**src/rtl/led_mode_sequencer_pkg.sv**
```systemverilog
// Shared definitions for the LED mode sequencer: controller states, mode
// constants and the modulo-4 mode successor.
package led_mode_sequencer_pkg;

   typedef enum logic [1:0] {
      ST_MANUAL = 2'd0,
      ST_RUN    = 2'd1,
      ST_PAUSE  = 2'd2,
      ST_SWITCH = 2'd3
   } seq_state_e;

   localparam logic [1:0] MODE_0 = 2'd0;
   localparam logic [1:0] MODE_1 = 2'd1;
   localparam logic [1:0] MODE_2 = 2'd2;
   localparam logic [1:0] MODE_3 = 2'd3;

   function automatic logic [1:0] mode_succ(input logic [1:0] m);
      return m + 2'd1;
   endfunction

endpackage

```
**src/rtl/led_mode_sequencer_btn_debounce.sv**
```systemverilog
// Push-button conditioner: synchronises the raw button, requires DEB_CYC stable
// samples before accepting a new level, and pulses press on each accepted rise.
module btn_debounce
   import led_mode_sequencer_pkg::*;
#(
   parameter int DEB_CYC = 1_000_000
) (
   input  logic clk,
   input  logic rst_n,
   input  logic btn,
   output logic press
);

   localparam int CW = $clog2(DEB_CYC + 1);
   localparam logic [CW-1:0] CNT_LAST = CW'(DEB_CYC - 1);
   localparam logic [CW-1:0] CNT_ONE  = CW'(1);

   logic          meta_r;
   logic          sync_r;
   logic          level_r;
   logic          level_d_r;
   logic          press_r;
   logic [CW-1:0] cnt_r;

   // Synchroniser, stability counter and rising-edge pulse.
   always_ff @(posedge clk or negedge rst_n) begin
      if (!rst_n) begin
         meta_r    <= 1'b0;
         sync_r    <= 1'b0;
         level_r   <= 1'b0;
         level_d_r <= 1'b0;
         press_r   <= 1'b0;
         cnt_r     <= '0;
      end else begin
         meta_r    <= btn;
         sync_r    <= meta_r;
         level_d_r <= level_r;
         press_r   <= level_r & ~level_d_r;
         if (sync_r == level_r) begin
            cnt_r <= '0;
         end else if (cnt_r == CNT_LAST) begin
            level_r <= sync_r;
            cnt_r   <= '0;
         end else begin
            cnt_r <= cnt_r + CNT_ONE;
         end
      end
   end

   assign press = press_r;

endmodule

```
**src/rtl/led_mode_sequencer.sv**
```systemverilog
// Mode controller for the 4-mode LED pattern engine: clock-enable tick, manual
// or automatic mode selection with dwell-based rotation, and button pause.
module led_mode_sequencer
   import led_mode_sequencer_pkg::*;
#(
   parameter int CLK_DIV = 25_000_000,
   parameter int DWELL   = 16,
   parameter int DEB_CYC = 1_000_000
) (
   input  logic       clk,
   input  logic       rst_n,
   input  logic       auto_en,
   input  logic [1:0] sel_in,
   input  logic       btn,
   output logic       tick,
   output logic [1:0] mode,
   output logic       mode_load,
   output logic       paused
);

   localparam int PW = $clog2(CLK_DIV);
   localparam int DW = $clog2(DWELL + 1);
   localparam logic [PW-1:0] PRE_LAST   = PW'(CLK_DIV - 1);
   localparam logic [PW-1:0] PRE_ONE    = PW'(1);
   localparam logic [DW-1:0] DWELL_LAST = DW'(DWELL - 1);
   localparam logic [DW-1:0] DWELL_ONE  = DW'(1);

   logic          auto_meta_r, auto_sync_r;
   logic [1:0]    sel_meta_r, sel_sync_r;
   logic          press_s;

   seq_state_e    state_r, nxt_state_s;
   logic [1:0]    mode_r, nxt_mode_s;
   logic          tick_r, tick_nxt_s;
   logic          mode_load_r, paused_r;
   logic [PW-1:0] pre_r, pre_nxt_s;
   logic [DW-1:0] dwell_r, dwell_nxt_s;

   btn_debounce #(.DEB_CYC(DEB_CYC)) u_debounce (
      .clk   (clk),
      .rst_n (rst_n),
      .btn   (btn),
      .press (press_s)
   );

   // Two-stage synchronisers for the switch inputs.
   always_ff @(posedge clk or negedge rst_n) begin
      if (!rst_n) begin
         auto_meta_r <= 1'b0;
         auto_sync_r <= 1'b0;
         sel_meta_r  <= 2'b00;
         sel_sync_r  <= 2'b00;
      end else begin
         auto_meta_r <= auto_en;
         auto_sync_r <= auto_meta_r;
         sel_meta_r  <= sel_in;
         sel_sync_r  <= sel_meta_r;
      end
   end

   // Next state, next mode, dwell and prescaler; outputs are registered from these.
   always_comb begin
      nxt_state_s = state_r;
      nxt_mode_s  = mode_r;
      dwell_nxt_s = dwell_r;
      pre_nxt_s   = pre_r;
      case (state_r)
         ST_MANUAL: begin
            if (sel_sync_r != mode_r) begin
               nxt_state_s = ST_SWITCH;
               nxt_mode_s  = sel_sync_r;
            end else if (auto_sync_r) begin
               nxt_state_s = ST_RUN;
            end else begin
               nxt_state_s = ST_MANUAL;
            end
         end
         ST_RUN: begin
            if (!auto_sync_r) begin
               nxt_state_s = ST_SWITCH;
               nxt_mode_s  = sel_sync_r;
            end else if (press_s) begin
               nxt_state_s = ST_PAUSE;
            end else if (tick_r) begin
               if (dwell_r == DWELL_LAST) begin
                  nxt_state_s = ST_SWITCH;
                  nxt_mode_s  = mode_succ(mode_r);
               end else begin
                  dwell_nxt_s = dwell_r + DWELL_ONE;
               end
            end else begin
               nxt_state_s = ST_RUN;
            end
         end
         ST_PAUSE: begin
            if (!auto_sync_r) begin
               nxt_state_s = ST_SWITCH;
               nxt_mode_s  = sel_sync_r;
            end else if (press_s) begin
               nxt_state_s = ST_RUN;
            end else begin
               nxt_state_s = ST_PAUSE;
            end
         end
         ST_SWITCH: begin
            if (auto_sync_r) begin
               nxt_state_s = ST_RUN;
            end else begin
               nxt_state_s = ST_MANUAL;
            end
         end
         default: begin
            nxt_state_s = ST_MANUAL;
         end
      endcase

      // The SWITCH cycle and the cycle after it both see a zero count.
      if ((nxt_state_s == ST_SWITCH) || (state_r == ST_SWITCH)) begin
         dwell_nxt_s = '0;
         pre_nxt_s   = '0;
      end else if (state_r == ST_PAUSE) begin
         pre_nxt_s = pre_r;
      end else if (pre_r == PRE_LAST) begin
         pre_nxt_s = '0;
      end else begin
         pre_nxt_s = pre_r + PRE_ONE;
      end

      tick_nxt_s = ((nxt_state_s == ST_RUN) || (nxt_state_s == ST_MANUAL)) &&
                   (pre_nxt_s == PRE_LAST);
   end

   // Controller state and registered outputs.
   always_ff @(posedge clk or negedge rst_n) begin
      if (!rst_n) begin
         state_r     <= ST_MANUAL;
         mode_r      <= MODE_0;
         tick_r      <= 1'b0;
         mode_load_r <= 1'b0;
         paused_r    <= 1'b0;
         pre_r       <= '0;
         dwell_r     <= '0;
      end else begin
         state_r     <= nxt_state_s;
         mode_r      <= nxt_mode_s;
         tick_r      <= tick_nxt_s;
         mode_load_r <= (nxt_state_s == ST_SWITCH);
         paused_r    <= (nxt_state_s == ST_PAUSE);
         pre_r       <= pre_nxt_s;
         dwell_r     <= dwell_nxt_s;
      end
   end

   assign tick      = tick_r;
   assign mode      = mode_r;
   assign mode_load = mode_load_r;
   assign paused    = paused_r;

endmodule
```
**config.mk**
```make
export PLATFORM = sky130hd
export DESIGN_NAME = led_mode_sequencer
export DESIGN_NICKNAME = d
export VERILOG_FILES = /design/src/rtl/led_mode_sequencer_pkg.sv /design/src/rtl/led_mode_sequencer_btn_debounce.sv /design/src/rtl/led_mode_sequencer.sv
export SDC_FILE = /design/constraint.sdc
export NUM_CORES = 1
export LEC_CHECK = 0
export ABC_AREA = 1
export BUFFER_PORTS_ARGS = -buffer_cell sky130_fd_sc_hd__buf_2
export CAP_MARGIN = 40
export CORE_MARGIN = 5
export CORE_UTILIZATION = 50
export DETAILED_ROUTE_END_ITERATION = 10
export PLACE_DENSITY = 0.76
export REMOVE_ABC_BUFFERS = 1
export SLEW_MARGIN = 20
export SYNTH_ARGS = -nofsm -noshare
export SYNTH_HDL_FRONTEND = slang
export SYNTH_SLANG_ARGS = --single-unit
```
**constraint.sdc**
```tcl
create_clock -name clk -period 1.9 [get_ports clk]
set_input_delay 0.285 -clock clk [delete_from_list [all_inputs] [get_ports clk]]
set_output_delay 0.285 -clock clk [all_outputs]
set_load 0.05 [all_outputs]
```
; ---- Word-level counts from Yosys, hierarchy flattened
; Index checks and enable logic that the tools add are counted.
[word_totals]
latchBits = 0
romBits = 0
wordCells = 82
n_memories = 0
ff_bits = 68
input_bits = 6
ram_bits = 0
[op_classes]
reduce_logical = 12
eq_ne = 19
muxes = 27
n_shift = 0
n_lt_le_gt_ge = 0
add_sub_neg = 4
bitwise_logic = 3
n_div = 0
mul = 0
[ops]
columns = cell, count
row1 = two-way mux 25 bit, 3
row2 = "== test 25 bit, second input constant", 2
row3 = two-way mux 20 bit, 2
row4 = two-way mux 5 bit, 6
row5 = two-way mux 2 bit, 13
row6 = "adder 25 x 1 -> 25 bit, second input constant", 1
row7 = "adder 20 x 1 -> 20 bit, second input constant", 1
row8 = "== test 20 bit, second input constant", 1
row9 = "inequality test 3 bit, second input constant", 3
row10 = "== test 2 bit, second input constant", 4
row11 = one-hot mux 2 bit (4 select lines), 1
row12 = "inequality test 2 bit, second input constant", 3
row13 = one-hot mux 2 bit (3 select lines), 1
row14 = AND reduction 6 bit, 1
row15 = nonzero test 2 bit, 3
row16 = "adder 5 x 1 -> 5 bit, second input constant", 1
row17 = "== test 5 x 4 -> 1 bit, second input constant", 1
row18 = AND reduction 5 bit, 1
row19 = "== test 2 x 1 -> 1 bit, second input constant", 2
row20 = zero test 2 bit, 2
row21 = nonzero test 3 bit, 1
row22 = "adder 2 x 1 -> 2 bit, second input constant", 1
row23 = logical OR 1 bit, 2
row24 = "inequality test 2 x 1 -> 1 bit, second input constant", 1
row25 = 7 further kinds, 8

; ---- Depth between registers and ports, before layout
; Gate-level depths: netlist of run 1.
[logic_depth]
word_depth = 11
depth_mapped = 14

; ---- Modules after synthesis
; A second synthesis of run 1 with hierarchy kept.
[unflattened]
cells_unflattened = 515
hier_area_um2 = 3892.5
[by_module_without_submodules]
columns = module, area_per_inst_um2, cells_each, n_inst
row1 = led_mode_sequencer, 2573.7, 351, 1
row2 = btn_debounce, 1318.8, 164, 1

; ---- Least setup slack after synthesis of run 1
; Ideal clock, no wire load.
[synth_path]
path_type = register to register
start = reg dwell_r[0]
end = reg tick_r, in the netlist tick
stages_incl_launch_ff = 15
setup_time_ns = 0.071
setup_slack_ns = -0.010
period_less_slack_ns = 1.910
t_arrival_ns = 1.838
cell_sequence = dfrtp_1 > ha_1 > and3_1 > ha_1 > nand3b_1 > a21oi_2 > nand2_2 > nand2_4 > clkinv_2 > nand2_4 > nor2_1 > nand2_1 > nor2_1 > nand2_1 > nor2_1
[synth_between]
elab_chain_cells = 11
elab_cells_between_ends = 14
[synth_lines]
columns = element, line_no
row1 = start: declaration, led_mode_sequencer.sv:37  ; logic [DW-1:0] dwell_r, dwell_nxt_s;
row2 = start signal: assignment, led_mode_sequencer.sv:150  ; dwell_r <= dwell_nxt_s;
row3 = == test 5 x 4 -> 1 bit, led_mode_sequencer.sv:85  ; if (dwell_r == DWELL_LAST) begin
row4 = two-way mux 2 bit, led_mode_sequencer.sv:85
row5 = two-way mux 2 bit, led_mode_sequencer.sv:84  ; end else if (tick_r) begin
row6 = two-way mux 2 bit, led_mode_sequencer.sv:82  ; end else if (press_s) begin
row7 = two-way mux 2 bit, led_mode_sequencer.sv:79  ; if (!auto_sync_r) begin
row8 = one-hot mux 2 bit (4 select lines), led_mode_sequencer.sv:67  ; case (state_r)
row9 = == test 2 bit, led_mode_sequencer.sv:118  ; if ((nxt_state_s == ST_SWITCH) || (state_r == ST_SWITCH)) begin
row10 = logical OR 1 bit, led_mode_sequencer.sv:118
row11 = two-way mux 25 bit, led_mode_sequencer.sv:118
row12 = via pre_nxt_s[13], led_mode_sequencer.sv:36  ; logic [PW-1:0] pre_r, pre_nxt_s;
row13 = == test 25 bit, led_mode_sequencer.sv:130  ; (pre_nxt_s == PRE_LAST);
row14 = logical AND 1 bit, led_mode_sequencer.sv:129  ; tick_nxt_s = ((nxt_state_s == ST_RUN) || (nxt_state_s == ST_MANUAL)) &&
row15 = via tick_nxt_s, led_mode_sequencer.sv:34  ; logic tick_r, tick_nxt_s;
row16 = end signal: assignment, led_mode_sequencer.sv:146  ; tick_r <= tick_nxt_s;
row17 = end: declaration, led_mode_sequencer.sv:34
; The timed path passes the listed nets, and every way through them passes these cells.
; A chain may end at the register's enable or synchronous reset.

; ---- Worst setup path in the final report of run 1
[layout_path]
start = reg dwell_r[1]
end = reg tick_r, in the netlist tick
[layout_between]
elab_chain_cells = 11
elab_cells_between_ends = 14
[layout_lines]
columns = element, line_no
row1 = == test 5 x 4 -> 1 bit (*), led_mode_sequencer.sv:85
row2 = two-way mux 2 bit (*), led_mode_sequencer.sv:85
row3 = two-way mux 2 bit (*), led_mode_sequencer.sv:84
row4 = two-way mux 2 bit (*), led_mode_sequencer.sv:82
row5 = two-way mux 2 bit (*), led_mode_sequencer.sv:79
row6 = one-hot mux 2 bit (4 select lines) (*), led_mode_sequencer.sv:67
row7 = == test 2 bit, led_mode_sequencer.sv:118
row8 = logical OR 1 bit, led_mode_sequencer.sv:118
row9 = two-way mux 25 bit, led_mode_sequencer.sv:118
row10 = == test 25 bit, led_mode_sequencer.sv:130
row11 = logical AND 1 bit (*), led_mode_sequencer.sv:129
row12 = via tick_nxt_s, led_mode_sequencer.sv:34
; The timed path passes the listed nets; every way through them passes the cells marked *.

==> flow_summary.toml, run 1 <==
[synthesis]
yosysWarnings = 0
synth.distinct_cells = 38
synth_xor_area_share_pct = 4.84
async_flop_share_pct = 100
synthSimpleGateAreaFrac_pct = 33.6
synthMuxAreaShare_pct = 0
synthAdderAreaFrac_pct = 1.38
synth.most_common_cell = "nand2_1"
synth_top_area_share_pct = 47.0
synth_cells = 467
yosys-top-cells-area = "dfrtp_1 47%, nand2_1 11%, nor2_1 9.2%, inv_1 6.2%, nand3_1 4.3%"
synth_top_family_by_area = "simple AND/OR/NAND/NOR gates"
yosys.area.top_type = "dfrtp_1"
synth_common_cells = "103 x nand2_1, 89 x nor2_1, 68 x dfrtp_1, 60 x inv_1, 31 x nand3_1"
ys_seq_area_share_pct = 47.0
synth_edf_count = 0
synth_compound_gate_area_share_pct = 5.74
avgSynthCellArea_sq_um = 7.75
synth-seq-cells = 68
syn_area_sq_um = 3620
synthFlopType = "dfrtp_1"

[detailed_routing]
drcViolationCount = 0
drt-vias-per-instance = 5.23
via_count = 3232
drt_pre_antenna_iters = 5
post_drt_wl_per_cell_um = 13.5
drtIter0Drc = 204
wirelength_um = 8320
antenna_left = 0

[layout]
syn_to_final_growth_pct = 21.1
drive_above_1_share_pct = 20.2
final_nets = 524
diodes = 0
fillerInstances = 597

[placed_design]
hpwl_um = 5730
place.gp.congestion = 0.945
placement.io_buffers = 10

[worst_setup_path]
crit_path_max_incr_delay_ns = 0.40
required_ns = 2.17
critPathCaptureType = "flop"
cp_cell_sequence = "ha_2, and3_4, ha_4, nand2_2, nand2_2, a21oi_2, nand3_1, nor2_1, nand3_1, nor2_2, nand4_1, nor2_1"
cpMaxStageDelayCell = "dfrtp_1"
crit_fanout = 3
path_buf_inv = 0
start_kind = "flop"
worstPathArrival_ns = 2.23
critPathKind = "flop to flop"
cp_top_family = "simple AND/OR/NAND/NOR gates"

[global_route]
grt_max_degree = 69
overflow = 0
antenna_found_initial = 0
track_usage_pct = 19.9
grt_pass1_wl_um = 13900
grt_pass1_vias = 3120

[clock_network]
insertion_delay_ns = 0.34
path_clk_slew_ns = 0.08
cts_tree = "built"
cts_root_buffer = "clkbuf_8"
h-tree-depth = 3
clk_path_buf_depth = 2
cts.sinks = 68
cts_buffers = 9

[worst_hold_path]
hold_class = "input port to flop"

[status]
violations = "negative setup slack"
status = "finished with violations"

[timing]
relSlewSlack_pct = 75.4
tightest_slew_ns = 0.366
drv_slew = 0
hold_slack_ns = 0.0408
finalCritPeriodShare_pct = 103
hold_viol = 0
layout_min_cycle_time_ns = 1.96
fmax_mhz = 509
tns_ns = -0.0632
setup_viol = 1
grt_setup_unrepaired = "true"
clock-skew-final_ns = 0.0110
fin_ws_ns = -0.0632

[die]
pin_count = 11
initial_core_util_pct = 50.7
die_x_um = 95.1
core_area_sq_um = 7140
die_height_um = 95.1
die_area_sq_um = 9040
rows = 31

[pwr]
powerDensity_nw_per_um2 = 1010
p_leak_nw = 1.96
max-vdd-ir-drop_mv = 0.669

[flow_run]
cap_violations = 0
[layer usage]
metal,global-route usage (%),part of all wire (%)
met5,0,0
met4,9.13,2.5
met3,4.89,5.6
met2,34.3,52
met1,23.2,40
[state kept, by name (all words and copies together) (netlist names)]
signal	cells
u_debounce.meta_r	1
pre_r	25
sel_meta_r	2
u_debounce.cnt_r	20
state_r	2
dwell_r	5
u_debounce.sync_r	1
auto_meta_r	1
u_debounce.level_r	1
mode	2
auto_sync_r	1
paused	1
u_debounce.press	1
sel_sync_r	2
tick	1
mode_load	1
u_debounce.level_d_r	1
[cell families (layout without fill, tap and decap cells)]
family          after synthesis  in the layout
flops                        68             68
simple gates                271            271
compound gates               34             34
buf+inv                      70            122
fa+ha+maj                     4              4
xor+xnor                     20             20
[cells in the final DEF, fill, tap and decap left out, types with 2 or more instances in the layout]
master and count:
buf_2 10, nand2_1 99, ha_2 2, inv_1 60, nand2_2 7, dfrtp_1 68
o21ai_0 8, bufinv_16 2, o21a_1 3, nor2_1 80, a21oi_1 10, clkbuf_8 10
buf_6 2, nor3_1 13, a21oi_2 3, xor2_1 13, nand3_2 5, xnor2_1 6
or2_2 2, nor2_4 9, buf_4 26, o21bai_1 4, inv_2 5, nand4_1 11
clkinv_4 3, nor2_2 7, nand3_1 29
[power by group]
part	leakage [nW]	switching (W)	internal, W	total, W
clock	0.117	0.000572	0.000786	0.00136
combinational	0.933	0.000901	0.000531	0.00143
sequential	0.914	0.0000908	0.00154	0.00163
total	1.96	0.00156	0.00286	0.00442
[per-stage QoR]
stage	power (W)	instance area, sq um	std cells	util (%)	setup WS (ns)
after CTS	0.00419	4200	607	58.9	-0.0555
after global routing	0.00466	4380	618	61.4	-0.214
final	0.00442	4380	618	61.4	-0.0632
after detailed placement	0.00278	3910	588	54.7	-0.108
after global placement	0.00275	3910	588	54.7	-0.0460
after floorplan	0.00236	3600	463	-	-0.105
[cell type report]
cell class	count	area (sq um)	share of cell area, %
Clock buffer	10	138	3.14
Clock inverter	6	95.1	2.17
Inverter	66	250	5.71
Multi-Input combinational cell	329	1780	40.6
Sequential cell	68	1700	38.8
Tap cell	99	124	2.83
Timing Repair Buffer	40	298	6.79
[timing repair]
item                                    in CTS  in global routing
pin swaps                                    8                 13
hold buffers                                 1                  0
endpoints found under the setup margin       4                 26
cloned                                       0                  0
gates resized for setup                     10                 25
setup buffers                                2                 11
hold endpoints to repair                    68                  0
[worst paths after layout]
path	from	to	slack (ns)	depth (start not counted)
worst max register to register	dwell_r[1]	tick	-0.06	12
worst min-delay path	sel_in[0]	sel_meta_r[0]	0.04	1
worst min register to register	sel_meta_r[1]	sel_sync_r[1]	0.35	0
min in group asynchronous	rst_n	paused	0.50	3
worst max-delay path	dwell_r[1]	tick	-0.06	12
max in group asynchronous	rst_n	u_debounce.cnt_r[19]	1.10	3
No activity file was read; power rests on OpenSTA's default activity.
==> run 2, diff against run 1 <==
--- a/config.mk
+++ b/config.mk
@@ -16,4 +16,5 @@
 export SLEW_MARGIN = 20
 export SYNTH_ARGS = -nofsm -noshare
 export SYNTH_HDL_FRONTEND = slang
+export SYNTH_HIERARCHICAL = 1
 export SYNTH_SLANG_ARGS = --single-unit
==> run 2 against run 1 <==
  * The flow still finishes with violations (negative setup slack)
  * Non-clock buffer count decreased by 4
  * Global-route usage decreased by 0.65 points
  * Sequential share of layout area decreased by 2.1 points
  * Critical path depth increased by 1
  * Worst setup slack improved by 0.033 ns
  * Clock skew decreased by 0.0025 ns
  * Combinational power decreased by 3%
  * Via count increased by 7.7%
  * Hold slack got worse by 0.0082 ns
  * First-iteration DRC count decreased by 18%
  * Largest power group unchanged
==> flow_summary.toml, run 2 <==
[worst_setup_path]
required_ns = 2.18
cp_cell_sequence = "ha_2, and3_4, ha_4, nor2_4, nand2_2, nand2_2, nand2_2, nand2_4, o21ai_4, nor2_4, inv_2, buf_6, a21oi_2"
crit_path_max_incr_delay_ns = 0.39
cpMostUsedCell = "nand2_2"
start_kind = "flop"
cpMaxStageDelayCell = "dfrtp_1"
critPathCaptureType = "flop"
path_buf_inv = 2
crit_fanout = 5
worstPathArrival_ns = 2.21
critPathKind = "flop to flop"
cp_top_family = "simple AND/OR/NAND/NOR gates"

[synthesis]
yosys.area.top_type = "dfrtp_1"
async_flop_share_pct = 100
avgSynthCellArea_sq_um = 7.56
synth_compound_gate_area_share_pct = 4.44
yosys-top-cells-area = "dfrtp_1 44%, nand2_1 12%, nor2_1 9.6%, inv_1 5.7%, nand3_1 4.0%"
synthAdderAreaFrac_pct = 1.29
synth_xor_area_share_pct = 4.69
synth_edf_count = 0
synth.distinct_cells = 34
synth_common_cells = "122 x nand2_1, 100 x nor2_1, 68 x dfrtp_1, 59 x inv_1, 31 x nand3_1"
synth_top_family_by_area = "simple AND/OR/NAND/NOR gates"
syn_area_sq_um = 3890
synth_cells = 515
synth_top_area_share_pct = 43.7
yosysWarnings = 6
synthSimpleGateAreaFrac_pct = 39.1
synthMuxAreaShare_pct = 0
synthFlopType = "dfrtp_1"
synth-seq-cells = 68
ys_seq_area_share_pct = 43.7
synth.most_common_cell = "nand2_1"

[layout]
syn_to_final_growth_pct = 19.1
regArea_sq_um = 1700
largest_register_ffs = 25
layout_commonest_cell = "nand2_1"
post-route-util_pct = 60.6
multiInputGateArea_sq_um = 2110
top_register = "pre_r"
top_regs = "pre_r (25), u_debounce/cnt_r (20), dwell_r (5)"
final_nets = 569
drive_above_1_share_pct = 24.3
fillerInstances = 660
final_cell_mix = "118 x nand2_1, 83 x nor2_1, 67 x dfrtp_1, 59 x inv_1, 31 x nand3_1"
diodes = 0

[timing]
relSlewSlack_pct = 71.8
setup_viol = 4
tightest_slew_ns = 0.420
fmax_mhz = 518
layout_min_cycle_time_ns = 1.93
drv_slew = 0
finalCritPeriodShare_pct = 102
clock-skew-final_ns = 0.00848
grt_setup_unrepaired = "true"
hold_slack_ns = 0.0325
fin_ws_ns = -0.0306
hold_viol = 0

[placed_design]
place.gp.congestion = 0.896
placement.io_buffers = 10
hpwl_um = 6270

[clock_network]
cts_buffers = 9
cts_tree = "built"
h-tree-depth = 3
insertion_delay_ns = 0.36
clk_path_buf_depth = 2
cts_root_buffer = "clkbuf_8"
path_clk_slew_ns = 0.08
cts.sinks = 68

[die]
die_x_um = 98.2
die_area_sq_um = 9650
core_area_sq_um = 7650
rows = 32
initial_core_util_pct = 50.9
die_height_um = 98.2
pin_count = 11

[status]
status = "finished with violations"
violations = "negative setup slack"

[detailed_routing]
drtIter0Drc = 168
antenna_left = 0
via_count = 3482
drt-vias-per-instance = 5.23
wirelength_um = 8910
post_drt_wl_per_cell_um = 13.4
drcViolationCount = 0
drt_pre_antenna_iters = 5

[global_route]
overflow = 0
grt_pass1_wl_um = 15300
grt_max_degree = 69
antenna_found_initial = 0
grt_pass1_vias = 3513
track_usage_pct = 19.2

[pwr]
max-vdd-ir-drop_mv = 1.08
p_leak_nw = 2.12
powerDensity_nw_per_um2 = 898

[flow_run]
cap_violations = 0

[worst_hold_path]
hold_class = "input port to flop"
==> run 2: cell count changes after synthesis, sizes merged, moves of 3 or more <==
cell	delta
o21bai	-4
nand3b	+3
nand2	+29
nor2	+28
o21a	-3
o21ai	+5
nor3	-7
==> run 2: logic make-up after synthesis <==
| family | after synthesis |
|---|---|
| AO/OA/AOI/OAI | 32 |
| XOR/XNOR | 20 |
| adder cells (fa/ha/maj) | 4 |
| buffers and inverters | 68 |
| flip-flops | 68 |
| AND/OR/NAND/NOR | 323 |
==> run 2: timing repair <==
action                                 in CTS  in global routing
pin swaps                                  10                 12
setup endpoints to repair                  16                 33
gates cloned                                1                  0
buffers inserted                            3                  3
endpoints found under the hold margin      68                  0
resized for setup                          15                 37
hold buffers                                1                  0
==> run 2: per-layer routing <==
metal	GRT usage (%)	vias to the layer above	part of all wire (%)
met5	0	-	0
met4	7.98	0	2.1
met3	4.50	21	4.1
met2	33.7	83	51
met1	22.6	1672	42
li1	-	1706	-
==> run 2: metrics by stage <==
stage / cell area, sq um / setup slack (ns) / setup TNS (ns) / total power (W) / instances
global route: 4630 / -0.228 / -2.24 / 0.00440 / 666
floorplan: 3870 / -0.126 / -0.467 / 0.00232 / 512
CTS: 4470 / -0.0438 / -0.118 / 0.00402 / 663
global placement: 4200 / -0.00234 / -0.00234 / 0.00274 / 642
finish: 4630 / -0.0306 / -0.0713 / 0.00416 / 666
detailed placement: 4200 / -0.108 / -0.736 / 0.00277 / 642
==> run 2: worst reg2reg max path, stage by stage (launching register included) <==
cell and delay [ns]:
dfrtp_1 0.39, ha_2 0.19, and3_4 0.18, ha_4 0.16
nor2_4 0.08, nand2_2 0.07, nand2_2 0.08, nand2_2 0.08
nand2_4 0.08, o21ai_4 0.07, nor2_4 0.12, inv_2 0.08
buf_6 0.15, a21oi_2 0.12
==> run 2: area by class of cell <==
class	instances	area share, %
Timing Repair Buffer	36	5.70
Clock inverter	7	1.24
Multi-Input combinational cell	379	45.6
Clock buffer	9	2.67
Sequential cell	68	36.7
Tap cell	102	2.75
Inverter	65	5.26
==> run 2: path summary, 6_finish.rpt <==
path,from,end,slack (ns),cells after the start
max,dwell_r[0],pre_r[22],-0.03,13
min,auto_en,auto_meta_r,0.03,1
max reg2reg,dwell_r[0],pre_r[22],-0.03,13
min reg2reg,u_debounce/meta_r,u_debounce/sync_r,0.35,0
max in group asynchronous,rst_n,state_r[0],1.13,3
min in group asynchronous,rst_n,pre_r[1],0.46,3
==> run 2: where the power goes <==
part           internal, W  switching [W]
Sequential         0.00154       0.000124
Combinational     0.000505       0.000884
Clock             0.000493       0.000616
Total              0.00254        0.00162
